### config.mk
export PLATFORM = sky130hd
export DESIGN_NAME = alu_cmd_issuer_flat
export DESIGN_NICKNAME = d
export VERILOG_FILES = /design/src/rtl/alu_cmd_issuer_if.sv /design/src/rtl/alu_cmd_issuer.sv /design/src/flat_wrapper.sv
export SDC_FILE = /design/constraint.sdc
export NUM_CORES = 1
export LEC_CHECK = 0
export BUFFER_PORTS_ARGS = -buffer_cell sky130_fd_sc_hd__buf_2
export CAP_MARGIN = 5
export CORE_UTILIZATION = 47
export CTS_CLUSTER_DIAMETER = 50
export DETAILED_ROUTE_END_ITERATION = 8
export GPL_TIMING_DRIVEN = 0
export PLACE_DENSITY = 0.66
export REMOVE_ABC_BUFFERS = 1
export SYNTH_ARGS = -nofsm -noshare
export SYNTH_HDL_FRONTEND = slang
export SYNTH_SLANG_ARGS = --single-unit
### constraint.sdc
create_clock -name clk -period 4.9 [get_ports clk]
set_clock_uncertainty 0.15 [all_clocks]
set_input_delay 0.49 -clock clk [delete_from_list [all_inputs] [get_ports clk]]
set_output_delay 0.49 -clock clk [all_outputs]
set_load 0.03 [all_outputs]
### src/rtl/alu_cmd_issuer_if.sv
// rtl/alu_cmd_issuer_if.sv - signal bundle between a command source, alu_cmd_issuer and the ALU
//
// Groups the three faces of the issuer into one interface:
//   command port  : cmd_valid/cmd_ready handshake with cmd_a, cmd_b, cmd_opcode, cmd_addr
//   ALU drive     : alu_a, alu_b, alu_opcode, alu_addr_in (issuer -> ALU)
//   ALU return    : alu_result, alu_addr_out (ALU -> issuer)
//   response port : rsp_valid/rsp_ready handshake with rsp_result, rsp_addr, rsp_err
//   status        : err_sticky, busy
// Modport master is the issuer's view; modport slave is the surrounding environment's view.
interface alu_cmd_issuer_if #(
  parameter int DATA_W = 8,
  parameter int RES_W  = 16,
  parameter int OP_W   = 3,
  parameter int ADDR_W = 8
);
  logic              cmd_valid;
  logic              cmd_ready;
  logic [DATA_W-1:0] cmd_a;
  logic [DATA_W-1:0] cmd_b;
  logic [OP_W-1:0]   cmd_opcode;
  logic [ADDR_W-1:0] cmd_addr;

  logic [DATA_W-1:0] alu_a;
  logic [DATA_W-1:0] alu_b;
  logic [OP_W-1:0]   alu_opcode;
  logic [ADDR_W-1:0] alu_addr_in;
  logic [RES_W-1:0]  alu_result;
  logic [ADDR_W-1:0] alu_addr_out;

  logic              rsp_valid;
  logic              rsp_ready;
  logic [RES_W-1:0]  rsp_result;
  logic [ADDR_W-1:0] rsp_addr;
  logic              rsp_err;

  logic              err_sticky;
  logic              busy;

  modport master (
    input  cmd_valid, cmd_a, cmd_b, cmd_opcode, cmd_addr,
    output cmd_ready,
    output alu_a, alu_b, alu_opcode, alu_addr_in,
    input  alu_result, alu_addr_out,
    output rsp_valid, rsp_result, rsp_addr, rsp_err,
    input  rsp_ready,
    output err_sticky, busy
  );

  modport slave (
    output cmd_valid, cmd_a, cmd_b, cmd_opcode, cmd_addr,
    input  cmd_ready,
    input  alu_a, alu_b, alu_opcode, alu_addr_in,
    output alu_result, alu_addr_out,
    input  rsp_valid, rsp_result, rsp_addr, rsp_err,
    output rsp_ready,
    input  err_sticky, busy
  );
endinterface

### src/rtl/alu_cmd_issuer.sv
// rtl/alu_cmd_issuer.sv - tagged command issuer and result collector for a fixed-latency ALU
//
// Buffers tagged commands, issues at most one per cycle to the ALU, follows each
// operation through the ALU latency with a valid/tag tracker, checks the returned
// tag and queues {result, expected tag, mismatch} for the response port.
//
// Ports:
//   clk   : rising-edge clock
//   reset : asynchronous, active-high; flushes all queues and the tracker
//   bus   : alu_cmd_issuer_if.master
//           cmd_*  command handshake and fields (cmd_ready is registered)
//           alu_*  registered ALU drive, plus the ALU result/tag return
//           rsp_*  response handshake and payload (rsp_addr is the expected tag)
//           err_sticky set on any tag mismatch, busy = work anywhere inside
//
// Depths must be powers of two and at least 2; ALU_LAT must be at least 1.
module alu_cmd_issuer #(
  parameter int DATA_W    = 8,
  parameter int RES_W     = 16,
  parameter int OP_W      = 3,
  parameter int ADDR_W    = 8,
  parameter int ALU_LAT   = 2,
  parameter int NOP_OP    = 0,
  parameter int CMD_DEPTH = 4,
  parameter int RSP_DEPTH = 4
) (
  input  logic              clk,
  input  logic              reset,
  alu_cmd_issuer_if.master  bus
);

  // Tracker stage 0 is the issue register itself (same edge that loads alu_*);
  // the ALU presents its result while stage ALU_LAT is valid, which is where
  // capture happens.
  localparam int NSTG  = ALU_LAT + 1;
  localparam int CA_W  = $clog2(CMD_DEPTH);
  localparam int CC_W  = $clog2(CMD_DEPTH + 1);
  localparam int RA_W  = $clog2(RSP_DEPTH);
  localparam int RC_W  = $clog2(RSP_DEPTH + 1);
  localparam int CNT_W = $clog2(RSP_DEPTH + NSTG + 1) + 1;
  localparam logic [OP_W-1:0] NOP_V = OP_W'(NOP_OP);

  // Command FIFO
  logic [DATA_W-1:0] r_cq_a   [CMD_DEPTH];
  logic [DATA_W-1:0] r_cq_b   [CMD_DEPTH];
  logic [OP_W-1:0]   r_cq_op  [CMD_DEPTH];
  logic [ADDR_W-1:0] r_cq_tag [CMD_DEPTH];
  logic [CA_W-1:0]   r_cq_wr;
  logic [CA_W-1:0]   r_cq_rd;
  logic [CC_W-1:0]   r_cq_cnt;
  logic              r_cmd_ready;

  // ALU drive registers
  logic [DATA_W-1:0] r_alu_a;
  logic [DATA_W-1:0] r_alu_b;
  logic [OP_W-1:0]   r_alu_op;
  logic [ADDR_W-1:0] r_alu_tag;

  // Pipe tracker
  logic              r_pv   [NSTG];
  logic [ADDR_W-1:0] r_ptag [NSTG];

  // Response buffer
  logic [RES_W-1:0]  r_rb_res [RSP_DEPTH];
  logic [ADDR_W-1:0] r_rb_tag [RSP_DEPTH];
  logic              r_rb_err [RSP_DEPTH];
  logic [RA_W-1:0]   r_rb_wr;
  logic [RA_W-1:0]   r_rb_rd;
  logic [RC_W-1:0]   r_rb_cnt;
  logic              r_err_sticky;

  logic              w_push;
  logic              w_issue;
  logic              w_capture;
  logic              w_mismatch;
  logic              w_rsp_valid;
  logic              w_rsp_pop;
  logic [CNT_W-1:0]  w_inflight;
  logic [CNT_W-1:0]  w_used;
  logic [CC_W-1:0]   w_cq_cnt_nxt;

  // ---------------------------------------------------------------------------
  // Handshake and credit decisions
  // ---------------------------------------------------------------------------
  assign w_push      = bus.cmd_valid && r_cmd_ready;
  assign w_rsp_valid = (r_rb_cnt != '0);
  assign w_rsp_pop   = w_rsp_valid && bus.rsp_ready;
  assign w_capture   = r_pv[NSTG-1];
  assign w_mismatch  = (bus.alu_addr_out != r_ptag[NSTG-1]);

  always_comb begin
    w_inflight = '0;
    for (int i = 0; i < NSTG; i++) begin
      w_inflight = w_inflight + CNT_W'(r_pv[i]);
    end
  end

  // Every issued op owns one response-buffer slot from issue until it is popped.
  // A same-cycle pop frees its slot immediately so a steady stream with
  // rsp_ready high keeps one issue per cycle. This only feeds the registered
  // alu_* drive, so it adds no input-to-output combinational path.
  assign w_used  = w_inflight + CNT_W'(r_rb_cnt) - CNT_W'(w_rsp_pop);
  assign w_issue = (r_cq_cnt != '0) && (w_used < CNT_W'(RSP_DEPTH));

  assign w_cq_cnt_nxt = r_cq_cnt + CC_W'(w_push) - CC_W'(w_issue);

  // ---------------------------------------------------------------------------
  // Control state
  // ---------------------------------------------------------------------------
  always_ff @(posedge clk or posedge reset) begin
    if (reset) begin
      r_cq_wr      <= '0;
      r_cq_rd      <= '0;
      r_cq_cnt     <= '0;
      r_cmd_ready  <= 1'b0;
      r_alu_a      <= '0;
      r_alu_b      <= '0;
      r_alu_op     <= NOP_V;
      r_alu_tag    <= '0;
      for (int i = 0; i < NSTG; i++) begin
        r_pv[i]   <= 1'b0;
        r_ptag[i] <= '0;
      end
      r_rb_wr      <= '0;
      r_rb_rd      <= '0;
      r_rb_cnt     <= '0;
      r_err_sticky <= 1'b0;
    end else begin
      if (w_push) begin
        r_cq_wr <= r_cq_wr + CA_W'(1);
      end
      if (w_issue) begin
        r_cq_rd <= r_cq_rd + CA_W'(1);
      end
      r_cq_cnt <= w_cq_cnt_nxt;
      // Ready is the registered "not full" of the next count, never a look-ahead
      // on an input.
      r_cmd_ready <= (w_cq_cnt_nxt != CC_W'(CMD_DEPTH));

      if (w_issue) begin
        r_alu_a   <= r_cq_a[r_cq_rd];
        r_alu_b   <= r_cq_b[r_cq_rd];
        r_alu_op  <= r_cq_op[r_cq_rd];
        r_alu_tag <= r_cq_tag[r_cq_rd];
      end else begin
        // Operands hold so idle cycles do not toggle the ALU datapath.
        r_alu_op  <= NOP_V;
        r_alu_tag <= '0;
      end

      r_pv[0]   <= w_issue;
      r_ptag[0] <= w_issue ? r_cq_tag[r_cq_rd] : '0;
      for (int i = 1; i < NSTG; i++) begin
        r_pv[i]   <= r_pv[i-1];
        r_ptag[i] <= r_ptag[i-1];
      end

      if (w_capture) begin
        r_rb_wr <= r_rb_wr + RA_W'(1);
      end
      if (w_rsp_pop) begin
        r_rb_rd <= r_rb_rd + RA_W'(1);
      end
      r_rb_cnt <= r_rb_cnt + RC_W'(w_capture) - RC_W'(w_rsp_pop);

      if (w_capture && w_mismatch) begin
        r_err_sticky <= 1'b1;
      end
    end
  end

  // ---------------------------------------------------------------------------
  // Queue storage (payload only, no reset needed: occupancy is tracked above)
  // ---------------------------------------------------------------------------
  always_ff @(posedge clk) begin
    if (w_push) begin
      r_cq_a[r_cq_wr]   <= bus.cmd_a;
      r_cq_b[r_cq_wr]   <= bus.cmd_b;
      r_cq_op[r_cq_wr]  <= bus.cmd_opcode;
      r_cq_tag[r_cq_wr] <= bus.cmd_addr;
    end
    if (w_capture) begin
      r_rb_res[r_rb_wr] <= bus.alu_result;
      r_rb_tag[r_rb_wr] <= r_ptag[NSTG-1];
      r_rb_err[r_rb_wr] <= w_mismatch;
    end
  end

  // The credit rule makes these impossible; they guard future edits.
  always_ff @(posedge clk) begin
    if (!reset && w_capture && !w_rsp_pop) begin
      assert (r_rb_cnt < RC_W'(RSP_DEPTH));
    end
    if (!reset && w_push && !w_issue) begin
      assert (r_cq_cnt < CC_W'(CMD_DEPTH));
    end
  end

  // ---------------------------------------------------------------------------
  // Outputs
  // ---------------------------------------------------------------------------
  assign bus.cmd_ready   = r_cmd_ready;
  assign bus.alu_a       = r_alu_a;
  assign bus.alu_b       = r_alu_b;
  assign bus.alu_opcode  = r_alu_op;
  assign bus.alu_addr_in = r_alu_tag;

  // Payload is forced to zero while empty so stale entries never show.
  assign bus.rsp_valid   = w_rsp_valid;
  assign bus.rsp_result  = w_rsp_valid ? r_rb_res[r_rb_rd] : '0;
  assign bus.rsp_addr    = w_rsp_valid ? r_rb_tag[r_rb_rd] : '0;
  assign bus.rsp_err     = w_rsp_valid ? r_rb_err[r_rb_rd] : 1'b0;

  assign bus.err_sticky  = r_err_sticky;
  assign bus.busy        = (r_cq_cnt != '0) || (w_inflight != '0) || w_rsp_valid;

endmodule

### src/flat_wrapper.sv
// flat-port wrapper written by rule: the top's interface ports become plain ports
module alu_cmd_issuer_flat 
#(
  parameter int DATA_W    = 8,
  parameter int RES_W     = 16,
  parameter int OP_W      = 3,
  parameter int ADDR_W    = 8,
  parameter int ALU_LAT   = 2,
  parameter int NOP_OP    = 0,
  parameter int CMD_DEPTH = 4,
  parameter int RSP_DEPTH = 4
)
  (clk, reset, bus_cmd_valid, bus_cmd_a, bus_cmd_b, bus_cmd_opcode, bus_cmd_addr, bus_cmd_ready, bus_alu_a, bus_alu_b, bus_alu_opcode, bus_alu_addr_in, bus_alu_result, bus_alu_addr_out, bus_rsp_valid, bus_rsp_result, bus_rsp_addr, bus_rsp_err, bus_rsp_ready, bus_err_sticky, bus_busy);
  alu_cmd_issuer_if #(.DATA_W(DATA_W), .RES_W(RES_W), .OP_W(OP_W), .ADDR_W(ADDR_W)) bus_i ();
  input  logic clk;
  input  logic reset;
  input wire logic [$bits(bus_i.cmd_valid)-1:0] bus_cmd_valid;
  input wire logic [$bits(bus_i.cmd_a)-1:0] bus_cmd_a;
  input wire logic [$bits(bus_i.cmd_b)-1:0] bus_cmd_b;
  input wire logic [$bits(bus_i.cmd_opcode)-1:0] bus_cmd_opcode;
  input wire logic [$bits(bus_i.cmd_addr)-1:0] bus_cmd_addr;
  output wire logic [$bits(bus_i.cmd_ready)-1:0] bus_cmd_ready;
  output wire logic [$bits(bus_i.alu_a)-1:0] bus_alu_a;
  output wire logic [$bits(bus_i.alu_b)-1:0] bus_alu_b;
  output wire logic [$bits(bus_i.alu_opcode)-1:0] bus_alu_opcode;
  output wire logic [$bits(bus_i.alu_addr_in)-1:0] bus_alu_addr_in;
  input wire logic [$bits(bus_i.alu_result)-1:0] bus_alu_result;
  input wire logic [$bits(bus_i.alu_addr_out)-1:0] bus_alu_addr_out;
  output wire logic [$bits(bus_i.rsp_valid)-1:0] bus_rsp_valid;
  output wire logic [$bits(bus_i.rsp_result)-1:0] bus_rsp_result;
  output wire logic [$bits(bus_i.rsp_addr)-1:0] bus_rsp_addr;
  output wire logic [$bits(bus_i.rsp_err)-1:0] bus_rsp_err;
  input wire logic [$bits(bus_i.rsp_ready)-1:0] bus_rsp_ready;
  output wire logic [$bits(bus_i.err_sticky)-1:0] bus_err_sticky;
  output wire logic [$bits(bus_i.busy)-1:0] bus_busy;
  assign bus_i.cmd_valid = bus_cmd_valid;
  assign bus_i.cmd_a = bus_cmd_a;
  assign bus_i.cmd_b = bus_cmd_b;
  assign bus_i.cmd_opcode = bus_cmd_opcode;
  assign bus_i.cmd_addr = bus_cmd_addr;
  assign bus_cmd_ready = bus_i.cmd_ready;
  assign bus_alu_a = bus_i.alu_a;
  assign bus_alu_b = bus_i.alu_b;
  assign bus_alu_opcode = bus_i.alu_opcode;
  assign bus_alu_addr_in = bus_i.alu_addr_in;
  assign bus_i.alu_result = bus_alu_result;
  assign bus_i.alu_addr_out = bus_alu_addr_out;
  assign bus_rsp_valid = bus_i.rsp_valid;
  assign bus_rsp_result = bus_i.rsp_result;
  assign bus_rsp_addr = bus_i.rsp_addr;
  assign bus_rsp_err = bus_i.rsp_err;
  assign bus_i.rsp_ready = bus_rsp_ready;
  assign bus_err_sticky = bus_i.err_sticky;
  assign bus_busy = bus_i.busy;
  alu_cmd_issuer #(.DATA_W(DATA_W), .RES_W(RES_W), .OP_W(OP_W), .ADDR_W(ADDR_W), .ALU_LAT(ALU_LAT), .NOP_OP(NOP_OP), .CMD_DEPTH(CMD_DEPTH), .RSP_DEPTH(RSP_DEPTH)) u_core (.clk(clk), .reset(reset), .bus(bus_i));
endmodule
==> summary.txt <==
Finish
  – Post-layout net count: 694
  – Synthesis-to-finish area growth: 17.4%
  – Layout cells sized above 1: 37.5%
  – Fillers: 1,639
  – Area occupied by multi-input gates: 0.00225 mm2
  – Finished Layout Cells: 916
  – Sequential cell area: 0.00780 mm2

Logic synthesis
  – Mapped Area: 0.0103 mm2
  – Yosys warning count: 0
  – Sequential fraction of the synthesis area: 75.7%
  – Yosys cell types: 29
  – Flops & latches, synth: 270
  – Synth Instances: 494
  – Syn Area/Cell: 20.8 um2

Route
  – Drt wl/cell: 19.1 um
  – DRT Wirelength: 17.5 mm
  – Metal-1 WL: 7.09 mm
  – Via-to-Cell Ratio: 5.20
  – Vias: 4,761
  – DRC violations left: 0
  – DRT Pass-1 Iters: 4
  – Met2 Routed Length: 9.00 mm
  – Initial DRC count: 209
  – WL met3: 1.09 mm
  – Top Layer Used: met5
  – Remaining antenna violation count: 0

Global route
  – Pin count of the biggest net entering global routing: 63
  – Number of global-route vias before repair: 5,356
  – Initial antenna violation count: 4
  – GR Overflow Total: 0
  – First-pass GRT wire length: 27.8 mm
  – Tot GR Track Use: 16.3%

Floorplan
  – Starting Density: 48.5%
  – I/O pin total: 111
  – CORE AREA: 0.0212 mm2
  – FP Rows: 53
  – DIE AREA: 0.0225 mm2
  – Die Width: 150 um
  – Die height: 150 um

Hold path
  – Worst hold path class: input port to asynchronous set/reset pin

Pwr
  – Power Dens Cells: 658 mW/mm2
  – Static leakage: 0.00455 uW
  – Maximum vdd ir drop: 0.000400 V

Clock tree
  – CTS tree: built
  – CTS HTree Levels: 1
  – Post-CTS Hold Fix Bufs: 0
  – CTS clk-pin slew, worst paths: 60 ps
  – Post-CTS Repair Setup Buffers: 0
  – Clock Latency Late Sink: 510 ps
  – Post-cts resize count: 0
  – CTS max path bufs: 3
  – CTS Buf Count: 29
  – CTS Sinks: 270
  – Root Buffer Master: clkbuf_16

Run status
  – Run status: finished with violations
  – Failing checks: negative hold slack

Placement
  – Inst Count DP: 858
  – Worst Setup Slack post-DPL: 158 ps
  – Final HPWL DP: 10.6 mm
  – Gp weighted congestion: 0.691
  – IO Port Bufs: 110

STA
  – # setup viols final: 0
  – Slew @ Worst Pin: 1230 ps
  – RSZ-0062 raised after global routing: false
  – Period minus WS final: 4600 ps
  – Fin crit share: 93.9%
  – Total negative slack: 0 ps
  – Max-slew headroom: 17.9%
  – Final Hold Slack: -19.1 ps
  – Max Clk Rate: 0.217 GHz
  – Final hold vios: 19
  – Max Transition Viols Final: 0
  – Setup ws final: 297 ps

Worst setup path
  – CP Capture Type: register
  – Arr. time, crit path: 4840 ps
  – CP Max Fanout: 28
  – Worst EP required: 5140 ps
  – Worst setup path category: register to register
  – R2r startpoint: u_core.r_rb_cnt[2]
  – Reg2reg path depth: 17
  – FF-to-FF End: u_core.bus.cmd_ready
  – Startpoint Class: register
  – Reg2reg setup slack: 300 ps

Run
  – Max-cap violations: 0
==> critical path: stages (launching register included) <==
cell	delay, ps
dfrtp_1	400
or3_2	760
and2_1	320
ha_1	250
inv_1	80
ha_1	220
and3b_4	190
o211a_1	250
o21ai_4	320
inv_1	120
ha_1	310
inv_1	60
ha_1	130
inv_1	50
fa_1	390
xnor2_1	200
xnor2_1	170
nand3b_1	100
==> worst max path at each step <==
stage                       start              endpoint  slack, ps
2_1_floorplan  u_core.r_rb_cnt[2]  u_core.bus.cmd_ready        210
3_3_place_gp   u_core.r_rb_cnt[2]  u_core.bus.cmd_ready       -800
3_5_place_dp   u_core.r_rb_cnt[2]  u_core.bus.cmd_ready        160
4_1_cts        u_core.r_rb_cnt[2]  u_core.bus.cmd_ready        100
5_1_grt        u_core.r_rb_cnt[2]  u_core.bus.cmd_ready         20
6_report       u_core.r_rb_cnt[2]  u_core.bus.cmd_ready        300
==> stage by stage <==
stage	instance area [um2]	hold WS (ps)	util (%)	total power, uW
global route	12100	19.8	57.0	8410
finish	12100	-19.1	57.0	7960
CTS	12000	19.1	56.6	8070
detailed placement	11100	185	52.5	6120
floorplan	10100	181	-	5210
global placement	11000	183	51.9	5910
==> final cells by class <==
type,count,area share (%)
Inverter,23,0.735
Clock buffer,36,6.38
Antenna cell,3,0.0621
Clock inverter,16,0.776
Tap cell,275,2.85
Sequential cell,270,64.5
Multi-Input combinational cell,175,18.6
Timing Repair Buffer,118,6.08
==> cells in the mapped netlist <==
| library cell | n | share of area (%) |
|---|---|---|
| mux2_2 | 16 | 1.7 |
| and2_1 | 30 | 1.8 |
| o211ai_1 | 1 | 0.073 |
| a21o_1 | 1 | 0.073 |
| fa_1 | 3 | 0.58 |
| and3_1 | 4 | 0.24 |
| mux4_2 | 52 | 11 |
| edfxtp_1 | 208 | 61 |
| dfrtp_1 | 62 | 15 |
| buf_2 | 4 | 0.19 |
| nand3b_1 | 1 | 0.073 |
| xor2_1 | 11 | 0.94 |
| nor4_4 | 1 | 0.21 |
| buf_4 | 14 | 1.0 |
| o211a_1 | 1 | 0.097 |
| inv_1 | 23 | 0.84 |
| xnor2_1 | 8 | 0.68 |
| o21ai_2 | 1 | 0.085 |
| nor4_1 | 2 | 0.12 |
| and3b_4 | 1 | 0.12 |
| nor2_1 | 1 | 0.036 |
| buf_6 | 3 | 0.33 |
| nor2b_1 | 11 | 0.67 |
| ha_1 | 19 | 2.3 |
| nand2_1 | 6 | 0.22 |
| nor3_1 | 1 | 0.049 |
| o21ai_0 | 2 | 0.097 |
| or3_1 | 2 | 0.12 |
| clkbuf_1 | 5 | 0.18 |
==> metal layers <==
layer,up-vias,global-route usage [%]
li1,2140,-
met1,2466,19.4
met2,125,29.5
met3,28,4.33
met4,2,3.84
met5,-,0
==> report_power, final <==
part / total [uW] / internal, uW / switching (uW)
clock: 1930 / 1120 / 814
combinational: 2750 / 1240 / 1510
sequential: 3280 / 3000 / 278
==> state kept, by name (all words and copies together), names as in the netlist, 3 cells and up <==
signal / count
u_core.bus.alu_addr_in: 8
u_core.r_rb_err: 4
u_core.r_rb_tag: 32
u_core.r_cq_op: 12
u_core.bus.alu_opcode: 3
u_core.r_cq_tag: 32
u_core.r_cq_b: 32
u_core.bus.alu_b: 8
u_core.r_ptag: 16
u_core.bus.alu_a: 8
u_core.r_rb_cnt: 3
u_core.r_cq_cnt: 3
u_core.r_cq_a: 32
u_core.r_rb_res: 64
==> layout by cell type (no fill, tap or decap), types with 2 or more instances in the layout <==
cell type,netlist,layout
dfrtp_1,62,60
nand2_1,6,6
buf_16,0,4
clkbuf_8,0,2
mux4_2,52,52
buf_12,0,3
diode_2,0,3
nor4_1,2,2
clkbuf_16,0,29
edfxtp_1,208,208
mux2_2,16,16
and2_1,30,30
dfrtp_2,0,2
fa_1,3,3
o21ai_0,2,2
inv_1,23,22
buf_2,4,110
xor2_1,11,11
ha_1,19,19
nor2b_1,11,11
clkinv_1,0,5
and3_2,0,4
xnor2_1,8,8
clkinvlp_4,0,2
clkbuf_1,5,5
clkinv_2,0,7
==> cells by family after synthesis <==
logic type,synth area share (%)
compound gates,0.425
xor+xnor,1.62
fa+ha+maj,2.89
buf+inv,2.56
flops,75.7
mux,13.1
simple gates,3.68
Note: power is estimated with default switching activity, not from simulation.
